### config.mk
export PLATFORM = sky130hd
export DESIGN_NAME = uart_rx_flat
export DESIGN_NICKNAME = d
export VERILOG_FILES = /design/src/rtl/uart_pkg.sv /design/src/rtl/uart_rx_if.sv /design/src/rtl/uart_sync2.sv /design/src/rtl/uart_rx.sv /design/src/flat_wrapper.sv
export SDC_FILE = /design/constraint.sdc
export NUM_CORES = 1
export LEC_CHECK = 0
export ABC_CLOCK_PERIOD_IN_PS = 2400
export CAP_MARGIN = 20
export CORE_MARGIN = 5
export CORE_UTILIZATION = 60
export CTS_CLUSTER_SIZE = 30
export DETAILED_ROUTE_END_ITERATION = 6
export DONT_BUFFER_PORTS = 1
export GPL_ROUTABILITY_DRIVEN = 0
export PLACE_DENSITY = 0.76
export SYNTH_ARGS = -nofsm -noshare
export SYNTH_HDL_FRONTEND = slang
export SYNTH_SLANG_ARGS = --single-unit
### constraint.sdc
create_clock -name clk -period 2.4 [get_ports clk]
set_clock_uncertainty 0.15 [all_clocks]
set_input_delay 0.36 -clock clk [delete_from_list [all_inputs] [get_ports clk]]
set_output_delay 0.36 -clock clk [all_outputs]
set_load 0.02 [all_outputs]
### src/rtl/uart_pkg.sv
`default_nettype none
// +----------------------------------------------------------------------------+
// | Module   : uart_pkg                                                        |
// | Purpose  : Shared UART definitions: FSM state encodings, data width and    |
// |            the clocks-per-bit helper used by both receiver and transmitter.|
// | Ports    : none (package)                                                  |
// | Revision : 1.0 - initial release                                           |
// +----------------------------------------------------------------------------+
package uart_pkg;

   localparam int UART_DATA_BITS = 8;

   // 3-bit state encodings shared by the UART state machines
   localparam logic [2:0] ST_IDLE   = 3'd0;
   localparam logic [2:0] ST_START  = 3'd1;
   localparam logic [2:0] ST_DATA   = 3'd2;
   localparam logic [2:0] ST_PARITY = 3'd3;
   localparam logic [2:0] ST_STOP   = 3'd4;

   typedef enum logic [2:0] {
      IDLE   = ST_IDLE,
      START  = ST_START,
      DATA   = ST_DATA,
      PARITY = ST_PARITY,
      STOP   = ST_STOP
   } uart_state_e;

   // Number of system clocks per serial bit (truncating division)
   function automatic int uart_clks_per_bit(input int clk_freq, input int baud_rate);
      return clk_freq / baud_rate;
   endfunction

endpackage
`default_nettype wire

### src/rtl/uart_rx_if.sv
`default_nettype none
// +----------------------------------------------------------------------------+
// | Module   : uart_rx_if                                                      |
// | Purpose  : Bundles the receiver's serial input and host-side outputs.      |
// |            master = receiver (uart_rx), slave = line driver / host side.   |
// | Signals  : rx_line   serial input, idle high                               |
// |            data      last correctly received byte                          |
// |            rx_valid  one-cycle strobe, data updated in the same cycle      |
// |            rx_busy   high while a frame is in progress                     |
// |            frame_err one-cycle strobe on a low stop bit                    |
// |            parity_err one-cycle strobe on bad even parity                  |
// |                      (only with UART_RX_PARITY_EN defined)                 |
// | Revision : 1.0 - initial release                                           |
// +----------------------------------------------------------------------------+
interface uart_rx_if;
   import uart_pkg::*;

   logic                      rx_line;
   logic [UART_DATA_BITS-1:0] data;
   logic                      rx_valid;
   logic                      rx_busy;
   logic                      frame_err;
`ifdef UART_RX_PARITY_EN
   logic                      parity_err;
`endif

`ifdef UART_RX_PARITY_EN
   modport master (input rx_line, output data, output rx_valid, output rx_busy,
                   output frame_err, output parity_err);
   modport slave  (output rx_line, input data, input rx_valid, input rx_busy,
                   input frame_err, input parity_err);
`else
   modport master (input rx_line, output data, output rx_valid, output rx_busy,
                   output frame_err);
   modport slave  (output rx_line, input data, input rx_valid, input rx_busy,
                   input frame_err);
`endif

endinterface
`default_nettype wire

### src/rtl/uart_sync2.sv
`default_nettype none
// +----------------------------------------------------------------------------+
// | Module   : uart_sync2                                                      |
// | Purpose  : Two-flop synchroniser for a single asynchronous input. Resets   |
// |            to 1 so an idle-high line does not look like an edge.           |
// | Ports    : clk   system clock, rising edge                                 |
// |            reset asynchronous, active-high                                 |
// |            d_i   asynchronous input                                        |
// |            q_o   synchronised output                                       |
// | Revision : 1.0 - initial release                                           |
// +----------------------------------------------------------------------------+
module uart_sync2 (
   input  logic clk,
   input  logic reset,
   input  logic d_i,
   output logic q_o
);

   logic meta_q;
   logic sync_q;

   always_ff @(posedge clk or posedge reset) begin
      if (reset) begin
         meta_q <= 1'b1;
         sync_q <= 1'b1;
      end else begin
         meta_q <= d_i;
         sync_q <= meta_q;
      end
   end

   assign q_o = sync_q;

endmodule
`default_nettype wire

### src/rtl/uart_rx.sv
`default_nettype none
// +----------------------------------------------------------------------------+
// | Module   : uart_rx                                                         |
// | Purpose  : Asynchronous serial receiver, 8N1 LSB first (8E1 with           |
// |            UART_RX_PARITY_EN defined). Synchronises the line, validates    |
// |            the start bit at mid-bit, samples each bit at mid-bit, checks   |
// |            the stop bit and strobes each good byte for one cycle.          |
// | Params   : CLK_FREQ  system clock in Hz                                    |
// |            BAUD_RATE serial bit rate                                       |
// | Ports    : clk   system clock, rising edge                                 |
// |            reset asynchronous, active-high                                 |
// |            bus   uart_rx_if.master (rx_line in; data, rx_valid, rx_busy,   |
// |                  frame_err and optionally parity_err out)                  |
// | Macro    : UART_RX_PARITY_EN - adds PARITY state and parity_err output     |
// | Revision : 1.0 - initial release                                           |
// +----------------------------------------------------------------------------+
module uart_rx
   import uart_pkg::*;
#(
   parameter int CLK_FREQ  = 50000000,
   parameter int BAUD_RATE = 9600
) (
   input  logic       clk,
   input  logic       reset,
   uart_rx_if.master  bus
);

   localparam int CLKS_PER_BIT = uart_clks_per_bit(CLK_FREQ, BAUD_RATE);
   localparam int HALF_BIT     = CLKS_PER_BIT / 2;

   localparam logic [15:0] BIT_LAST  = 16'(CLKS_PER_BIT - 1);
   localparam logic [15:0] HALF_LAST = 16'(HALF_BIT - 1);
   localparam logic [2:0]  IDX_LAST  = 3'(UART_DATA_BITS - 1);

   if ((CLKS_PER_BIT < 4) || (CLKS_PER_BIT > 65535)) begin : g_cfg_check
      $error("uart_rx: clks_per_bit out of range 4..65535");
   end

   logic rx_s;

   uart_sync2 u_sync (
      .clk   (clk),
      .reset (reset),
      .d_i   (bus.rx_line),
      .q_o   (rx_s)
   );

   uart_state_e               state_q;
   logic [15:0]               clk_count_q;
   logic [2:0]                bit_index_q;
   logic [UART_DATA_BITS-1:0] shift_q;
   logic [UART_DATA_BITS-1:0] data_q;
   logic                      rx_prev_q;
   logic                      rx_valid_q;
   logic                      rx_busy_q;
   logic                      frame_err_q;
`ifdef UART_RX_PARITY_EN
   logic                      parity_bit_q;
   logic                      parity_err_q;
`endif

   always_ff @(posedge clk or posedge reset) begin
      if (reset) begin
         state_q      <= IDLE;
         clk_count_q  <= '0;
         bit_index_q  <= '0;
         shift_q      <= '0;
         data_q       <= '0;
         rx_prev_q    <= 1'b1;
         rx_valid_q   <= 1'b0;
         rx_busy_q    <= 1'b0;
         frame_err_q  <= 1'b0;
`ifdef UART_RX_PARITY_EN
         parity_bit_q <= 1'b0;
         parity_err_q <= 1'b0;
`endif
      end else begin
         rx_prev_q   <= rx_s;
         // Strobes are single-cycle: cleared every cycle unless set below
         rx_valid_q  <= 1'b0;
         frame_err_q <= 1'b0;
`ifdef UART_RX_PARITY_EN
         parity_err_q <= 1'b0;
`endif
         case (state_q)
            IDLE: begin
               rx_busy_q <= 1'b0;
               // Only a true high-to-low transition starts a frame, so a
               // line held low (break) cannot retrigger.
               if (rx_prev_q && !rx_s) begin
                  state_q     <= START;
                  clk_count_q <= '0;
                  rx_busy_q   <= 1'b1;
               end
            end

            START: begin
               if (clk_count_q == HALF_LAST) begin
                  clk_count_q <= '0;
                  if (!rx_s) begin
                     state_q     <= DATA;
                     bit_index_q <= '0;
                  end else begin
                     // Line was high again at mid start bit: glitch
                     state_q   <= IDLE;
                     rx_busy_q <= 1'b0;
                  end
               end else begin
                  clk_count_q <= clk_count_q + 16'd1;
               end
            end

            DATA: begin
               if (clk_count_q == BIT_LAST) begin
                  clk_count_q <= '0;
                  // LSB arrives first, so shift right inserting at the MSB
                  shift_q     <= {rx_s, shift_q[UART_DATA_BITS-1:1]};
                  bit_index_q <= bit_index_q + 3'd1;
                  if (bit_index_q == IDX_LAST) begin
`ifdef UART_RX_PARITY_EN
                     state_q <= PARITY;
`else
                     state_q <= STOP;
`endif
                  end
               end else begin
                  clk_count_q <= clk_count_q + 16'd1;
               end
            end

`ifdef UART_RX_PARITY_EN
            PARITY: begin
               if (clk_count_q == BIT_LAST) begin
                  clk_count_q  <= '0;
                  parity_bit_q <= rx_s;
                  state_q      <= STOP;
               end else begin
                  clk_count_q <= clk_count_q + 16'd1;
               end
            end
`endif

            STOP: begin
               // Return to IDLE at mid stop bit so a start edge right at the
               // stop/start boundary of a back-to-back frame is caught.
               if (clk_count_q == BIT_LAST) begin
                  clk_count_q <= '0;
                  state_q     <= IDLE;
                  rx_busy_q   <= 1'b0;
                  if (rx_s) begin
`ifdef UART_RX_PARITY_EN
                     // Even parity: data bits XOR parity bit must be 0
                     if ((^shift_q) ^ parity_bit_q) begin
                        parity_err_q <= 1'b1;
                     end else begin
                        data_q     <= shift_q;
                        rx_valid_q <= 1'b1;
                     end
`else
                     data_q     <= shift_q;
                     rx_valid_q <= 1'b1;
`endif
                  end else begin
                     frame_err_q <= 1'b1;
                  end
               end else begin
                  clk_count_q <= clk_count_q + 16'd1;
               end
            end

            default: begin
               state_q   <= IDLE;
               rx_busy_q <= 1'b0;
            end
         endcase
      end
   end

   assign bus.data       = data_q;
   assign bus.rx_valid   = rx_valid_q;
   assign bus.rx_busy    = rx_busy_q;
   assign bus.frame_err  = frame_err_q;
`ifdef UART_RX_PARITY_EN
   assign bus.parity_err = parity_err_q;
`endif

endmodule
`default_nettype wire

### src/flat_wrapper.sv
// flat-port wrapper written by rule: the top's interface ports become plain ports
module uart_rx_flat import uart_pkg::*;
#(
   parameter int CLK_FREQ  = 50000000,
   parameter int BAUD_RATE = 9600
)
  (clk, reset, bus_rx_line, bus_data, bus_rx_valid, bus_rx_busy, bus_frame_err);
  uart_rx_if bus_i ();
  input  logic clk;
  input  logic reset;
  input wire logic [$bits(bus_i.rx_line)-1:0] bus_rx_line;
  output wire logic [$bits(bus_i.data)-1:0] bus_data;
  output wire logic [$bits(bus_i.rx_valid)-1:0] bus_rx_valid;
  output wire logic [$bits(bus_i.rx_busy)-1:0] bus_rx_busy;
  output wire logic [$bits(bus_i.frame_err)-1:0] bus_frame_err;
  assign bus_i.rx_line = bus_rx_line;
  assign bus_data = bus_i.data;
  assign bus_rx_valid = bus_i.rx_valid;
  assign bus_rx_busy = bus_i.rx_busy;
  assign bus_frame_err = bus_i.frame_err;
  uart_rx #(.CLK_FREQ(CLK_FREQ), .BAUD_RATE(BAUD_RATE)) u_core (.clk(clk), .reset(reset), .bus(bus_i));
endmodule
==> flow_summary.yaml <==
worst_setup_path:
  r2r_slack_ns: 0.27
  crit_end: "u_core.clk_count_q[14]"
  end_kind: "flop"
  worstReg2RegEnd: "u_core.clk_count_q[14]"
  slowest_delay_ns: 0.57
  crit_chain: "ha_1, nand3_1, nor4_1, nand4_1, xor2_1, a21oi_1"
  r2r_cells: 6
  cp-startpoint: "u_core.clk_count_q[0]"
  crit_path_top_delay_cell: "nor4_1"
  crit_type: "reg -> reg"
  reg2reg_from: "u_core.clk_count_q[0]"
  cp_top_family: "simple AND/OR/NAND/NOR gates"
  arrival_ns: 2.19
  path_depth: 6
  crit_buf_inv: 0
  worstPathRequired_ns: 2.47
  start_kind: "flop"
  critPathMaxFanout: 6
detailed_routing:
  firstDrtPassIters: 4
  vias: 1672
  wl_um: 4492
  avgRoutedWirePerCell_um: 17.02
  drc: 0
  drt_iter0_markers: 142
  antenna_left: 0
  vias_per_cell: 6.333
global_route:
  grt_use_met3_pct: 5.330
  grt_max_degree: 45
  met1_usage_pct: 26.02
  grt_usage_pct: 19.53
  grt-busiest-layer: "met2"
  grt_pass1_vias: 1614
  antenna_found_initial: 0
  gr-total-overflow: 0
  grt_pass1_wl_um: 7831
  use_met2_pct: 31.53
sta:
  min_period_ns: 2.129
  worstMarginPinSlew_ns: 0.6920
  fmax_mhz: 469.8
  rsz0062_at_grt: "no"
  whs_ns: 0.2116
  relSlewSlack_pct: 53.38
  setup_viol_count_final: 0
  drv_slew: 0
  hold_viol_final: 0
  setup_tns_ns: 0
  period_share_pct: 88.69
  fin_ws_ns: 0.2714
synth:
  syn-num-nets: 221
  yosysWarningCount: 0
  avgSynthCellArea_um2: 10.54
  syn-cell-area_mm2: 0.002267
  synth_edf_count: 0
  synth_cell_types: 56
  synth_top_area_cell: "dfrtp_1"
  synthMostInstantiatedCell: "dfrtp_1"
  synth_top_area_share_pct: 45.25
  yosys-top-cells-area: "dfrtp_1 45%, nand2_1 6.5%, mux2_2 4.5%"
  ys_ff_latch: 44
  yosysSeqAreaShare_pct: 48.73
  syn_inst: 215
  synth_common_cells: "41 x dfrtp_1, 39 x nand2_1, 9 x mux2_2"
  async_flop_share_pct: 100.0
  synth_ff_type: "dfrtp_1"
pwr:
  clkPwrFrac_pct: 23.2
  pwr-share-comb_pct: 29.6
  pwr-share-seq_pct: 47.2
  p_int_mw: 1.228
  power_switching_mw: 0.6847
  p_leak_nw: 1.062
  power.total_mw: 1.912
  power_density_mw_per_mm2: 815.6
  irDropWorstVdd_mv: 0.4870
  p_sw_share_pct: 35.80
clock_tree:
  cts_tree: "done"
  cts-root-buf: "clkbuf_8"
  path_clk_slew_ns: 0.08
  post_cts_buffers: 0
  clk_latency_ns: 0.30
  ctsLongestPathBuffers: 2
  htreeDepth: 2
  cts_buffers: 5
  numClockSinks: 44
die:
  chipHeight_um: 71.47
  start_util_pct: 61.93
  num_rows: 22
  die_area_mm2: 0.005108
  core_mm2: 0.003661
  io_pins: 14
  die_x_um: 71.47
run:
  max_cap_violations: 0
finish:
  area_growth_pct: 3.422
  final_net_count: 222
  antenna_cells: 0
  layout-drive-gt1-share_pct: 17.59
outcome:
  status: "complete, no violations"
placed_design:
  dp_slack_ns: 0.2936
  port_buffers: 0
  dp_hpwl_um: 3154
min_path:
  hold_path_class: "reg -> reg"
-- layout by cell type (no fill, tap or decap), types with 2 or more instances in the layout --
master,count
dfrtp_1,41
nand2_1,39
mux2_2,9
a21oi_1,8
o21ai_0,8
nor2_1,8
a31oi_1,8
nand3_1,7
inv_1,5
clkbuf_8,5
xor2_1,4
nand4_1,4
nor4_1,4
o21ai_1,3
and4bb_2,3
and4_4,3
nor3_1,3
or3_1,3
ha_1,3
dfstp_2,3
nand2b_1,2
and3_1,2
and2_1,2
a41oi_1,2
a21o_1,2
nor3b_1,2
a22o_2,2
dlygate4sd3_1,2
buf_4,2
-- cells by family (layout without fill, tap and decap cells) --
family	count (synthesis)	in the layout	share of synthesized area, %
muxes	9	9	4.470
and+or+nand+nor	94	94	23.51
AOI/OAI and AO/OA	46	46	14.90
adders and majority gates	3	3	1.656
buffers and inverters	15	16	5.188
xor gates and xnor gates	4	4	1.545
DFF	44	44	48.73
-- worst reg2reg max path: stages (launching register included) --
cell and delay (ns):
dfrtp_1 0.40, ha_1 0.23, nand3_1 0.20, nor4_1 0.57, nand4_1 0.19, xor2_1 0.17, a21oi_1 0.14
-- layer usage --
layer  vias up  part of all wire [%]
li1        783                     -
met1       824                    44
met2        61                    50
met3         4                   5.1
met4         0                   1.0
met5         -                     0
-- stage by stage --
stage / cell area, um^2 / instances / utilization (%)
4_1_cts: 2345 / 264 / 64.05
2_1_floorplan: 2267 / 215 / -
6_report: 2345 / 264 / 64.05
3_3_place_gp: 2243 / 255 / 61.28
3_5_place_dp: 2243 / 255 / 61.28
5_1_grt: 2345 / 264 / 64.05
-- sequential cells by signal (all words and copies together) (netlist names) --
register / count
u_core.u_sync.meta_q: 1
u_core.state_q: 3
u_core.clk_count_q: 16
u_core.rx_prev_q: 1
u_core.bus.rx_valid: 1
u_core.u_sync.q_o: 1
u_core.bus.frame_err: 1
u_core.bus.data: 8
u_core.bit_index_q: 3
u_core.shift_q: 8
u_core.bus.rx_busy: 1
-- how the worst min path moves through the flow --
stage / endpoint / slack [ns] / depth (start not counted) / from
finish: u_core.u_sync.q_o / 0.21 / 0 / u_core.u_sync.meta_q
global route: u_core.u_sync.q_o / 0.22 / 0 / u_core.u_sync.meta_q
CTS: u_core.u_sync.q_o / 0.21 / 0 / u_core.u_sync.meta_q
detailed placement: u_core.u_sync.q_o / 0.20 / 0 / u_core.u_sync.meta_q
global placement: u_core.u_sync.q_o / 0.20 / 0 / u_core.u_sync.meta_q
floorplan: u_core.u_sync.q_o / 0.20 / 0 / u_core.u_sync.meta_q
-- cell type report --
type / instances / area [um^2]
Clock buffer: 5 / 68.82
Clock inverter: 2 / 12.51
Fill cell: 282 / 1316
Inverter: 5 / 18.77
Multi-Input combinational cell: 156 / 1045
Sequential cell: 44 / 1105
Tap cell: 48 / 60.06
Timing Repair Buffer: 4 / 35.03
-- power by group through the flow --
| stage | Combinational, mW | Clock, mW | Sequential (mW) |
|---|---|---|---|
| 2_1_floorplan | 0.540 | 0 | 0.859 |
| 3_3_place_gp | 0.546 | 0 | 0.909 |
| 3_5_place_dp | 0.560 | 0 | 0.917 |
| 4_1_cts | 0.566 | 0.454 | 0.902 |
| 5_1_grt | 0.643 | 0.498 | 0.917 |
| 6_report | 0.566 | 0.444 | 0.902 |
-- timing repair --
action	4_1_cts	5_1_grt
endpoints found under the setup margin	0	0
hold buffers	2	0
resized for setup	0	0
hold endpoints to repair	42	0
Power figures use the tool's default switching activity.
